### src/rtl/mem_arbiter.sv
// mem_arbiter: merges the instruction fetch port and the load/store port onto
// one single-port synchronous RAM. Data requests win, except when a pending
// fetch has lost STARVE_MAX consecutive grants to data traffic.
module mem_arbiter #(
    parameter int unsigned STARVE_MAX = 3
) (
    input  logic        clk,
    input  logic        reset,
    // instruction fetch channel
    input  logic        inst_req,
    input  logic [31:0] inst_addr,
    output logic        inst_addr_ok,
    output logic        inst_data_ok,
    output logic [31:0] inst_rdata,
    // load/store channel
    input  logic        data_req,
    input  logic        data_wr,
    input  logic [3:0]  data_wstrb,
    input  logic [31:0] data_addr,
    input  logic [31:0] data_wdata,
    output logic        data_addr_ok,
    output logic        data_data_ok,
    output logic [31:0] data_rdata,
    // shared RAM port
    output logic        ram_en,
    output logic [3:0]  ram_we,
    output logic [31:0] ram_addr,
    output logic [31:0] ram_wdata,
    input  logic [31:0] ram_rdata
);

    localparam int unsigned CNT_W = ($clog2(STARVE_MAX + 1) > 2) ? $clog2(STARVE_MAX + 1) : 2;
    localparam logic [CNT_W-1:0] STARVE_LIM = CNT_W'(STARVE_MAX);

    typedef enum logic [1:0] {
        IDLE,
        RESP_I,
        RESP_D,
        RESP_W
    } state_t;

    state_t           state;
    state_t           state_nxt;
    logic [CNT_W-1:0] starve_cnt;
    logic [CNT_W-1:0] starve_nxt;
    logic             grant_i;
    logic             grant_d;

    // Grant decision: only in IDLE, data first unless the fetch is starved
    always_comb begin
        grant_i = 1'b0;
        grant_d = 1'b0;
        if (state == IDLE) begin
            if (data_req && !(inst_req && (starve_cnt == STARVE_LIM))) begin
                grant_d = 1'b1;
            end else if (inst_req) begin
                grant_i = 1'b1;
            end
        end
    end

    // Starvation counter: counts data grants that bypass a pending fetch
    always_comb begin
        starve_nxt = starve_cnt;
        if (grant_i) begin
            starve_nxt = '0;
        end else if (grant_d) begin
            if (!inst_req) begin
                starve_nxt = '0;
            end else if (starve_cnt != STARVE_LIM) begin
                starve_nxt = starve_cnt + CNT_W'(1);
            end
        end
    end

    // State and starvation counter registers
    always_ff @(posedge clk or posedge reset) begin
        if (reset) begin
            state      <= IDLE;
            starve_cnt <= '0;
        end else begin
            state      <= state_nxt;
            starve_cnt <= starve_nxt;
        end
    end

    // Next state, handshakes and RAM drive; RAM read data is forwarded in the RESP cycle
    always_comb begin
        state_nxt    = state;
        inst_addr_ok = 1'b0;
        data_addr_ok = 1'b0;
        inst_data_ok = 1'b0;
        data_data_ok = 1'b0;
        inst_rdata   = '0;
        data_rdata   = '0;
        ram_en       = 1'b0;
        ram_we       = '0;
        ram_addr     = '0;
        ram_wdata    = '0;
        case (state)
            IDLE: begin
                if (grant_d) begin
                    data_addr_ok = 1'b1;
                    ram_en       = 1'b1;
                    ram_addr     = data_addr;
                    if (data_wr) begin
                        ram_we    = data_wstrb;
                        ram_wdata = data_wdata;
                        state_nxt = RESP_W;
                    end else begin
                        state_nxt = RESP_D;
                    end
                end else if (grant_i) begin
                    inst_addr_ok = 1'b1;
                    ram_en       = 1'b1;
                    ram_addr     = inst_addr;
                    state_nxt    = RESP_I;
                end
            end
            RESP_I: begin
                inst_data_ok = 1'b1;
                inst_rdata   = ram_rdata;
                state_nxt    = IDLE;
            end
            RESP_D: begin
                data_data_ok = 1'b1;
                data_rdata   = ram_rdata;
                state_nxt    = IDLE;
            end
            RESP_W: begin
                data_data_ok = 1'b1;
                state_nxt    = IDLE;
            end
            default: begin
                state_nxt = IDLE;
            end
        endcase
    end

endmodule

### config.mk
export PLATFORM = sky130hd
export DESIGN_NAME = mem_arbiter
export DESIGN_NICKNAME = d
export VERILOG_FILES = /design/src/rtl/mem_arbiter.sv
export SDC_FILE = /design/constraint.sdc
export NUM_CORES = 1
export LEC_CHECK = 0
export ABC_AREA = 0
export CAP_MARGIN = 20
export CORE_AREA = 2 2 108 110
export CTS_BUF_LIST = sky130_fd_sc_hd__clkbuf_4
export CTS_CLUSTER_SIZE = 24
export DETAILED_ROUTE_END_ITERATION = 8
export DIE_AREA = 0 0 110 112
export GPL_ROUTABILITY_DRIVEN = 0
export HOLD_SLACK_MARGIN = 0.1
export PLACE_DENSITY = 0.56
export SLEW_MARGIN = 30
export SYNTH_ARGS = -nofsm -noshare
export SYNTH_HDL_FRONTEND = slang
export SYNTH_SLANG_ARGS = --single-unit
### constraint.sdc
create_clock -name clk -period 2.4 [get_ports clk]
set_input_delay 0.48 -clock clk [delete_from_list [all_inputs] [get_ports clk]]
set_output_delay 0.48 -clock clk [all_outputs]
set_load 0.03 [all_outputs]
# Word-level counts from Yosys, hierarchy flattened
# Index checks and enable logic that the tools add are counted.
# op_classes
n_addsub,1
eq_ne,7
n_mux,33
reduce_logical,8
# op_table
cell,n
32-bit two-way mux,8
1-bit two-way mux,15
2-bit two-way mux,6
4-bit two-way mux,3
"2-bit == test, second input constant",3
2-bit one-hot mux with 2 select lines,1
"3-bit by 1-bit inequality test with 1-bit output, second input constant",1
"3-bit inequality test, second input constant",1
3-bit OR reduction,1
"2-bit by 1-bit adder with 2-bit output, second input constant",1
"2-bit by 1-bit == test with 1-bit output, second input constant",1
1-bit logical AND,2
2-bit logical NOT,1
"2-bit inequality test, second input constant",1
2-bit AND reduction,1
2-bit nonzero test,1
2-bit OR reduction,1
1-bit logical NOT,1
# word_totals
reg_bits,4
inputBits,137
output_inout_bits,137
elab_cells,51

# Logic depth before layout (Yosys ltp)
# depth
word_depth,9
mapped_depth,6
mapped_depth_nobuf,4

# Worst setup path after synthesis
# OpenSTA, ideal clock, no wires.
# synth_timing
kind,register to output
from,register starve_cnt[0]
to,output ram_addr[23]
arrival_ns,1.491
path_slack_ns,0.429
path_stages_with_launch,7
path_buffers,2
cell_sequence,dfrtp_1 -> ha_1 -> nand2b_1 -> and3_1 -> buf_4 -> buf_4 -> a22o_1
# synth_via
elab_chain_cells,9
elab_cells_between_ends,11
cone_classes,eq/ne: 1; mux: 7; reduce/logical: 3
# synth_lines
element,line_no,text
"start, declared",44,logic [CNT_W-1:0] starve_cnt;
"start signal, assigned",83,starve_cnt <= starve_nxt;
2-bit == test (*),54,if (data_req && !(inst_req && (starve_cnt == STARVE_LIM))) begin
1-bit logical AND (*),54,
1-bit logical NOT (*),54,
1-bit logical AND (*),54,
1-bit two-way mux,54,
1-bit two-way mux,53,if (state == IDLE) begin
32-bit two-way mux,113,end else if (grant_i) begin
32-bit two-way mux (*),102,if (grant_d) begin
32-bit two-way mux (*),100,case (state)
"end, declared",27,"output logic [31:0] ram_addr,"
# Mark *: on every way between the ends. The rest lies on a longest branch, timed or not.

# Final worst setup path
# layout_timing
from,input data_req
to,output ram_wdata[1]
# layout_via
elab_chain_cells,5
# layout_lines
element,line_no,text
"start, declared",16,"input logic data_req,"
1-bit logical AND,54,
1-bit two-way mux,54,
1-bit two-way mux,53,
32-bit two-way mux,102,
32-bit two-way mux,100,
"end, declared",28,"output logic [31:0] ram_wdata,"
# No other way between the ends.

==> impl_metrics.ini <==
[run_status]
outcome = complete, no violations

[route]
ant_nets = 0
wl_per_cell_um = 12.7
post-route-drc-count = 0
drt_iter0_markers = 55
dr.pass1.iters = 4
viasPerCell = 3.98
drt-total-wl_um = 7350
num_vias = 2310

[pwr]
power_leakage_nw = 2.06
power_mw = 1.58
ir_drop_uv = 158
cellPowerDensity_mw_per_mm2 = 403

[global_routing]
grt_max_degree = 50
grt_pass1_wl_um = 10600
grt_pass1_vias = 2235
grt_usage = 0.108
grt_overflow = 0
antenna_found_initial = 0

[die]
io_pins = 274
start_util = 0.114
fp.dieH_um = 112
rows = 39
core-area_mm2 = 0.0112
die_w_um = 110
die_area_mm2 = 0.0123

[timing]
max_freq_mhz = 432
worst_hold_slack_ns = 0.432
worst_slew_pin_slew_ns = 0.351
setup_viol = 0
fin_crit_sh = 0.965
finalCriticalPeriod_ns = 2.32
hold_viol = 0
slew_headroom = 0.765
finalMaxSlewViolations = 0
clock_skew_ns = 0.00358

[clock_tree]
cts_num_sinks = 4
clk_pin_slew_worst_paths_ns = 0.04
cts_buffers = 3
hold_buffers = 0
insertion_delay_ns = 0.23
clk_path_buf_depth = 2
cts_max_level = 1
cts_root_buffer = clkbuf_4
cts_tree = yes

[finish]
area.growth.synth_to_final_pct = 207
final_nets = 577
ff_latch_area_um2 = 100
nFillCells = 1164
multi_input_area_mm2 = 0.00101
drive_gt1_frac = 0.323
antenna_cells = 0
mostFrequentLayoutCell = clkdlybuf4s50_1
mostFrequentLayoutCells = clkdlybuf4s50_1, buf_4, and2_1

[logic_synthesis]
synth_edf_count = 0
synth_nets = 313
yosys.area.top_type = and2_1
synth_area_mm2 = 0.00128
ys.flop_type = dfrtp_1
yosysWarnings = 0
netlist_top_cells_area = and2_1, a22o_1, and3_1
ys_seq_area_frac = 0.0784
ys_types = 20
ys_ff_latch = 4
synthCells = 175
avgSynthCellArea_um2 = 7.29
async_flop_share = 1.00
synth_top_area_share = 0.314

[critical_path]
crit_cells = 5
critPathSlowestCell = clkdlybuf4s50_1
start_kind = input pin
criticalPathCategory = input pin to output port
cp_num_buf_inv = 3
cp.arrival_ns = 1.84
path_cells = clkdlybuf4s50_1 > and3_4 > buf_12 > and3_1 > buf_12
cpLargestDelayFamily = buffers and inverters
critical_path.max_stage_delay_ns = 0.54
cp_max_fo = 49
endpoint_kind = output port
cp.required_ns = 1.92
crit_top_cell = buf_12
rr_worst_depth = 5

[placement]
dp_hpwl_um = 6300
io_buffers = 273

[worst_hold_path]
hp-class = input pin to async pin

[job]
cap_violations = 0
[final timing paths]
path | start | endpoint | slack [ns]
max reg2reg | starve_cnt[0] | state[0] | 0.99
min in group clk | starve_cnt[0] | starve_cnt[0] | 0.49
max | data_req | ram_wdata[1] | 0.08
min | reset | state[0] | 0.43
max in group asynchronous | reset | starve_cnt[1] | 1.82
min reg2reg | starve_cnt[0] | starve_cnt[0] | 0.49
[cell families after synthesis]
| kind of cell | count (synthesis) | share of synthesized area |
|---|---|---|
| buffers and inverters | 25 | 0.133 |
| AO/OA/AOI/OAI | 35 | 0.236 |
| multiplexers | 1 | 0.00784 |
| flip-flops | 4 | 0.0784 |
| AND/OR/NAND/NOR | 109 | 0.534 |
| adder cells (fa/ha/maj) | 1 | 0.00980 |
[routing by layer]
metal	vias up	wire length, µm	global-route usage
li1	1146	-	-
met1	984	2320	0.0989
met2	168	3910	0.216
met3	12	995	0.0375
met4	0	121	0.0278
met5	-	0	0
[power breakdown]
group	total (mW)	internal, mW	switching (mW)
combinational	1.41	0.656	0.750
sequential	0.0927	0.0822	0.0104
clock	0.0811	0.0558	0.0254
[cell usage after synthesis, types with 2 or more instances]
master and n:
and3_1 39, dfrtp_1 4, nor2b_1 2, clkbuf_1 9, inv_1 3, buf_4 2
a22o_1 32, clkbuf_4 2, and2_1 64, buf_6 8
[cell type report]
class,instances,share of cell area
repair buffers,281,0.662
multi-input cells,146,0.258
well taps,143,0.0457
flip-flops and latches,4,0.0256
clock buffers,3,0.00575
inverters,3,0.00288
[metrics by stage]
stage          setup slack, ns  std cells  utilization   TNS [ns]  instance area, µm²
2_1_floorplan            0.429        175            -          0                1280
3_3_place_gp            0.0715        577        0.346          0                3870
3_5_place_dp            0.0655        577        0.346          0                3870
4_1_cts                 0.0436        580        0.348          0                3890
5_1_grt              -0.000300        580        0.350  -0.000300                3910
6_report                0.0836        580        0.350          0                3910
[timing repair]
action	4_1_cts	5_1_grt
setup endpoints to repair	0	13
gates resized for setup	0	8
buffers inserted	0	0
[sequential cells by signal (all words and copies together) (netlist names)]
| name | cells |
|---|---|
| starve_cnt | 2 |
| state | 2 |
Power figures use the tool's default switching activity.
